$ cat src/rtl/uart_rx_core.sv
// uart_rx_core: oversampling UART receiver with a 2-flop input synchronizer,
// configurable frame format (data width, optional parity, 1 or 2 stop bits),
// a ready/valid output holding register and overrun detection.
// A stop bit sampled low delivers a frame with frame_err set and parks the
// receiver in BREAK until the line returns high.
module uart_rx_core #(
    parameter int CLKS_PER_BIT = 16,
    parameter int DATA_WIDTH   = 8,
    parameter int PARITY_EN    = 1,
    parameter int PARITY_ODD   = 0,
    parameter int STOP_BITS    = 1
) (
    input  logic                  clk,
    input  logic                  rst,
    input  logic                  rx,
    output logic [DATA_WIDTH-1:0] rx_data,
    output logic                  rx_valid,
    input  logic                  rx_ready,
    output logic                  parity_err,
    output logic                  frame_err,
    output logic                  overrun_err,
    output logic                  busy
);

    localparam int                CNT_W     = $clog2(CLKS_PER_BIT);
    localparam logic [CNT_W-1:0]  HALF_LAST = CNT_W'(CLKS_PER_BIT / 2 - 1);
    localparam logic [CNT_W-1:0]  FULL_LAST = CNT_W'(CLKS_PER_BIT - 1);
    localparam logic [2:0]        DATA_LAST = 3'(DATA_WIDTH - 1);
    localparam logic [2:0]        STOP_LAST = 3'(STOP_BITS - 1);
    localparam logic              ODD_BIT   = (PARITY_ODD != 0);
    localparam logic              HAS_PAR   = (PARITY_EN != 0);

    typedef enum logic [2:0] {
        IDLE,
        START,
        DATA,
        PARITY,
        STOP,
        BREAK
    } state_e;

    state_e                  state_q;
    logic [1:0]              sync_q;
    logic [CNT_W-1:0]        baud_cnt_q;
    logic [2:0]              bit_cnt_q;
    logic [DATA_WIDTH-1:0]   shift_q;
    logic                    par_acc_q;
    logic                    perr_q;
    logic                    ferr_acc_q;
    logic [DATA_WIDTH-1:0]   rx_data_q;
    logic                    rx_valid_q;
    logic                    parity_err_q;
    logic                    frame_err_q;
    logic                    overrun_q;

    logic                    rx_s;
    logic                    stop_bad;
    logic                    handshake;

    assign rx_s      = sync_q[1];
    // Frame-error result including the stop bit being sampled right now.
    assign stop_bad  = ferr_acc_q | ~rx_s;
    assign handshake = rx_valid_q & rx_ready;

    // Two-flop synchronizer; resets to the idle-high line level.
    always_ff @(posedge clk or negedge rst) begin
        if (!rst) begin
            sync_q <= 2'b11;
        end else begin
            // NOTE: non-blocking assignment keeps both flops sampling the
            // pre-edge values, so the chain really is two stages deep.
            sync_q <= {sync_q[0], rx};
        end
    end

    // Receive FSM, baud/bit counters and the registered output holding stage.
    always_ff @(posedge clk or negedge rst) begin
        if (!rst) begin
            state_q      <= IDLE;
            baud_cnt_q   <= '0;
            bit_cnt_q    <= '0;
            shift_q      <= '0;
            par_acc_q    <= 1'b0;
            perr_q       <= 1'b0;
            ferr_acc_q   <= 1'b0;
            rx_data_q    <= '0;
            rx_valid_q   <= 1'b0;
            parity_err_q <= 1'b0;
            frame_err_q  <= 1'b0;
            overrun_q    <= 1'b0;
        end else begin
            baud_cnt_q <= baud_cnt_q + CNT_W'(1);

            // Consumer handshake drops the held frame; a load below overrides.
            if (handshake) begin
                rx_valid_q <= 1'b0;
                overrun_q  <= 1'b0;
            end

            case (state_q)
                IDLE: begin
                    baud_cnt_q <= '0;
                    bit_cnt_q  <= '0;
                    if (!rx_s) begin
                        state_q <= START;
                    end
                end

                START: begin
                    if (baud_cnt_q == HALF_LAST) begin
                        baud_cnt_q <= '0;
                        if (rx_s) begin
                            // Start bit did not survive to mid-bit: a glitch.
                            state_q <= IDLE;
                        end else begin
                            state_q   <= DATA;
                            bit_cnt_q <= '0;
                            par_acc_q <= 1'b0;
                        end
                    end
                end

                DATA: begin
                    if (baud_cnt_q == FULL_LAST) begin
                        baud_cnt_q <= '0;
                        shift_q    <= {rx_s, shift_q[DATA_WIDTH-1:1]};
                        par_acc_q  <= par_acc_q ^ rx_s;
                        if (bit_cnt_q == DATA_LAST) begin
                            bit_cnt_q  <= '0;
                            perr_q     <= 1'b0;
                            ferr_acc_q <= 1'b0;
                            state_q    <= HAS_PAR ? PARITY : STOP;
                        end else begin
                            bit_cnt_q <= bit_cnt_q + 3'd1;
                        end
                    end
                end

                PARITY: begin
                    if (baud_cnt_q == FULL_LAST) begin
                        baud_cnt_q <= '0;
                        perr_q     <= ((par_acc_q ^ rx_s) != ODD_BIT);
                        state_q    <= STOP;
                    end
                end

                STOP: begin
                    if (baud_cnt_q == FULL_LAST) begin
                        baud_cnt_q <= '0;
                        if (bit_cnt_q == STOP_LAST) begin
                            bit_cnt_q    <= '0;
                            rx_data_q    <= shift_q;
                            parity_err_q <= perr_q;
                            frame_err_q  <= stop_bad;
                            rx_valid_q   <= 1'b1;
                            if (rx_valid_q && !rx_ready) begin
                                overrun_q <= 1'b1;
                            end
                            state_q <= stop_bad ? BREAK : IDLE;
                        end else begin
                            ferr_acc_q <= stop_bad;
                            bit_cnt_q  <= bit_cnt_q + 3'd1;
                        end
                    end
                end

                BREAK: begin
                    baud_cnt_q <= '0;
                    if (rx_s) begin
                        state_q <= IDLE;
                    end
                end

                default: begin
                    state_q <= IDLE;
                end
            endcase
        end
    end

    assign rx_data     = rx_data_q;
    assign rx_valid    = rx_valid_q;
    assign parity_err  = parity_err_q;
    assign frame_err   = frame_err_q;
    assign overrun_err = overrun_q;
    assign busy        = (state_q != IDLE);

endmodule

$ cat config.mk
export PLATFORM = sky130hd
export DESIGN_NAME = uart_rx_core
export DESIGN_NICKNAME = d
export VERILOG_FILES = /design/src/rtl/uart_rx_core.sv
export SDC_FILE = /design/constraint.sdc
export NUM_CORES = 1
export LEC_CHECK = 0
export CAP_MARGIN = 20
export CORE_MARGIN = 5
export CORE_UTILIZATION = 45
export DETAILED_ROUTE_END_ITERATION = 7
export PLACE_DENSITY = 0.66
export SYNTH_ARGS = -nofsm -noshare
export SYNTH_HDL_FRONTEND = slang
export SYNTH_SLANG_ARGS = --single-unit
$ cat constraint.sdc
create_clock -name clk -period 2.1 [get_ports clk]
set_input_delay 0.42 -clock clk [delete_from_list [all_inputs] [get_ports clk]]
set_output_delay 0.42 -clock clk [all_outputs]
set_load 0.01 [all_outputs]
Word-level counts from Yosys, hierarchy flattened:

Cells that the tools add are included.

* register bits after elaboration: 35
* input bits: 4
* output and inout port bits: 13
* word-level logic and storage cells: 95

* bitwise gates (word level): 4
* multiplexer cells: 40
* add/sub/neg operators: 2
* eq/ne operators: 18
* reductions and logical operators: 18

Operators by type and width (count)
* $mux W3: 15
* $ne A2 B2 Y1 const B: 10
* $pmux W3 S6: 1
* $mux W1: 16
* $pmux W3 S4: 1
* $pmux W4 S3: 1
* $reduce_and A5 Y1: 2
* $eq A3 B3 Y1 const B: 3
* $mux W4: 2
* $reduce_and A4 Y1: 2
* $reduce_and A8 Y1: 1
* $eq A3 B2 Y1 const B: 2
* $logic_not A3 Y1: 2
* $pmux W1 S2: 3
* $reduce_bool A2 Y1: 3
* $add A4 B1 Y4 const B: 1
* $eq A4 B3 Y1 const B: 1
* $eq A4 B4 Y1 const B: 1
* $reduce_bool A4 Y1: 1
* $add A3 B1 Y3 const B: 1
* $eq A3 B1 Y1 const B: 1
* $reduce_and A3 Y1: 1
* $reduce_bool A3 Y1: 1
* $reduce_or A3 Y1: 1
* other kinds (9): 9

Logic depth before layout (Yosys ltp):

* depth in word-level cells: 6
* mapped depth: 7
* mapped depth without buffers: 6

Worst setup path after synthesis:

Ideal clock, no wire load.

* path kind: register to register
* start: register bit_cnt_q[0]
* end: register state_q[2]
* path slack: 332 ps
* data arrival time: 1648 ps
* required time: 1980 ps
* cell stages (with the launch flop): 7
* setup time: 120 ps
* buffers on the path: 0
* period minus slack after synthesis: 1768 ps
* cell sequence: dfrtp_1 ha_1 ha_1 a211o_1 o32a_1 a21o_1 a31o_1

* longest elaborated chain between the ends: 3
* elaborated cells between the ends (all ways): 5
* those cells by class: 3 x eq/ne; 2 x reduce/logical

RTL lines
* start: declaration: RTL line 45 `logic [2:0] bit_cnt_q;`
* start signal: assignment: RTL line 134 `bit_cnt_q <= bit_cnt_q + 3'd1;`
* start signal: assignment: RTL line 162 `bit_cnt_q <= bit_cnt_q + 3'd1;`
* $eq A3 B3 Y1 / $logic_not A3 Y1 (equally long branches): RTL line 128, 150
* $ne A2 B2 Y1 (no source line)
* $reduce_and A8 Y1 (no source line) (*)
* end signal: assignment: RTL line 132 `state_q <= HAS_PAR ? PARITY : STOP;`
* end signal: assignment: RTL line 159 `state_q <= stop_bad ? BREAK : IDLE;`
* end: declaration: RTL line 42 `state_e state_q;`

Every way passes the cells marked *; elsewhere a longest branch is shown, timed or not.
A chain may end at the register's enable or synchronous reset.

Worst setup path after layout:

* start: register state_q[2]
* end: output busy

* longest elaborated chain between the ends: 1

RTL lines
* $reduce_bool A3 Y1: RTL line 186 `assign busy = (state_q != IDLE);`
* end: declaration: RTL line 22 `output logic busy`

No other way between the ends.

==> out/metrics.yaml <==
crit_arrival_ns: 1.54
reg2reg_from: "baud_cnt_q[0]"
power.leakage_nw: 0.927
worstMarginPinSlew_ns: 0.515
r2r_slack_ns: 0.23
fin_nets: 181
fin_tns_setup_ns: 0
crit_type: "reg -> out"
cp_top_family: "buffers and inverters"
cts.repair.resized: 0
routedWlPerCell_um: 13.9
slowest_delay_ns: 0.53
ir_worst_vdd_mv: 0.496
regArea_sq_um: 878
grt_max_degree: 36
multi_input_area_sq_um: 758
final_cell_mix: "33 x dfrtp_1, 17 x mux2_2, 16 x clkdlybuf4s50_1"
drt_iter0_drc: 58
status: "complete, no violations"
min_path_type: "reg -> reg"
globalplace.congestion: 0.833
worstHoldEndpoint: "sync_q[1]"
areaGrowthSynthToFinish_pct: 15.6
final_hold_viol_count: 0
max_cap_violations: 0
critPathMaxFanout: 9
synth_edf_count: 0
port_buffers: 16
hold_start: "sync_q[0]"
p_per_area_mw_per_mm2: 1060
drt-total-wl_um: 3090
slew_headroom_pct: 65.6
rows: 22
cp-end-kind: "primary output"
ant_nets: 0
synth_warnings: 0
crit_chain: "inv_1, nand2_1, clkdlybuf4s50_1"
hpwl_um: 2250
grtUsageTotal_pct: 13.8
cts_buffer_depth: 2
synth_area_sq_mm: 0.00174
io_pins: 17
core-area_sq_mm: 0.00369
drive_above_1_share_pct: 21.3
fmax_ghz: 0.510
start_util_pct: 47.1
grt_pass1_vias: 1291
synth_seq_cells: 35
clk_latency_ns: 0.28
min_delay_path_depth: 0
grt_setup_unrepaired: "false"
skew_ns: 0.00463
dr.pass1.iters: 4
fillers: 340
n_antenna_cell: 0
cts_tree: "done"
cp-start-kind: "flop"
antenna_found_initial: 0
synth_area_per_cell_sq_um: 11.4
critPathBufInv: 2
synth_cell_types: 47
post-route-period-util_pct: 93.3
htreeDepth: 2
setup_viol: 0
die_y_um: 72.1
die_w_um: 72.1
cts_hold_buf: 0
worstReg2RegEnd: "shift_q[1]"
drv_slew: 0
die_area_sq_mm: 0.00520
crit_slowest_cell: "clkdlybuf4s50_1"
cts_buffers: 5
vias: 1206
min_period_ns: 1.96
cts.root.buffer_cell: "clkbuf_8"
syn_inst: 153
grt_pass1_wl_um: 5650
clkSlewWorstSetupHoldPaths_ns: 0.07
cts.sinks: 35
worstPathRequired_ns: 1.68
hold_ws_ns: 0.365
rr_worst_depth: 4
final_common_cell: "dfrtp_1"
synthFlopType: "dfrtp_1"
grt_overflow: 0
drc: 0
yosysSeqAreaShare_pct: 50.5
syn_nets: 161
synthArstFlopShare_pct: 100
via_per_inst: 5.43
post-cts-setup-buffers: 0
-- stage by stage --
step | setup slack, ns | util, % | instance area (sq um) | cells | total power, mW
5_1_grt | 0.0639 | 54.5 | 2010 | 222 | 2.31
4_1_cts | 0.119 | 54.5 | 2010 | 222 | 2.15
6_report | 0.140 | 54.5 | 2010 | 222 | 2.13
2_1_floorplan | 0.332 | - | 1740 | 153 | 1.54
3_5_place_dp | 0.240 | 52.3 | 1930 | 214 | 1.69
3_3_place_gp | 0.281 | 52.3 | 1930 | 214 | 1.65
-- layer usage --
metal / GRT usage, % / up-vias / share of wire (%)
met4: 6.47 / 0 / 2.2
li1: - / 581 / -
met2: 22.5 / 18 / 48
met3: 4.16 / 7 / 3.0
met5: 0 / - / 0
met1: 16.5 / 600 / 47
-- sequential cells by signal, indices dropped and copies added (netlist names), 2 cells and up, named ones only --
signal,cells
baud_cnt_q,4
bit_cnt_q,3
rx_data,8
shift_q,8
state_q,3
sync_q,2
-- power by group --
group	total (mW)	internal [mW]	switching [mW]	leakage (nW)
logic	0.783	0.354	0.429	0.414
registers	0.890	0.768	0.121	0.471
clock network	0.454	0.232	0.222	0.0422
total	2.13	1.35	0.772	0.927
-- cells by family (layout without fill, tap and decap cells) --
family | after synthesis | after routing | share of synthesized area (%)
buf+inv | 17 | 38 | 5.83
mux | 17 | 17 | 11.0
flops | 35 | 35 | 50.5
fa+ha+maj | 4 | 4 | 2.88
xor+xnor | 2 | 2 | 1.01
compound gates | 33 | 33 | 13.2
simple gates | 45 | 45 | 15.5
-- synthesized netlist by cell type, types with 4 or more instances --
cell type	n	area, sq um
nand2_1	11	41.3
mux2_2	17	191
inv_1	9	33.8
dfrtp_1	33	826
ha_1	4	50.1
buf_6	4	45.0
nor2_1	10	37.5
o21ai_0	9	45.0
-- worst max-delay path by stage --
| stage | cells past startpoint | start | endpoint | slack (ns) |
|---|---|---|---|---|
| final | 3 | state_q[2] | busy | 0.14 |
| after global routing | 3 | state_q[2] | busy | 0.06 |
| after CTS | 3 | state_q[2] | busy | 0.12 |
| after detailed placement | 6 | bit_cnt_q[0] | state_q[2] | 0.24 |
| after global placement | 6 | bit_cnt_q[0] | state_q[2] | 0.28 |
| after floorplan | 6 | bit_cnt_q[0] | state_q[2] | 0.33 |
-- final cells by class --
cell class / instances / share of cell area (%)
well taps: 48 / 2.99
inverters: 9 / 1.68
clock inverters: 1 / 0.249
repair buffers: 21 / 9.84
flip-flops and latches: 35 / 43.7
multi-input cells: 101 / 37.7
clock buffers: 7 / 3.80
Note: power is estimated with default switching activity, not from simulation.
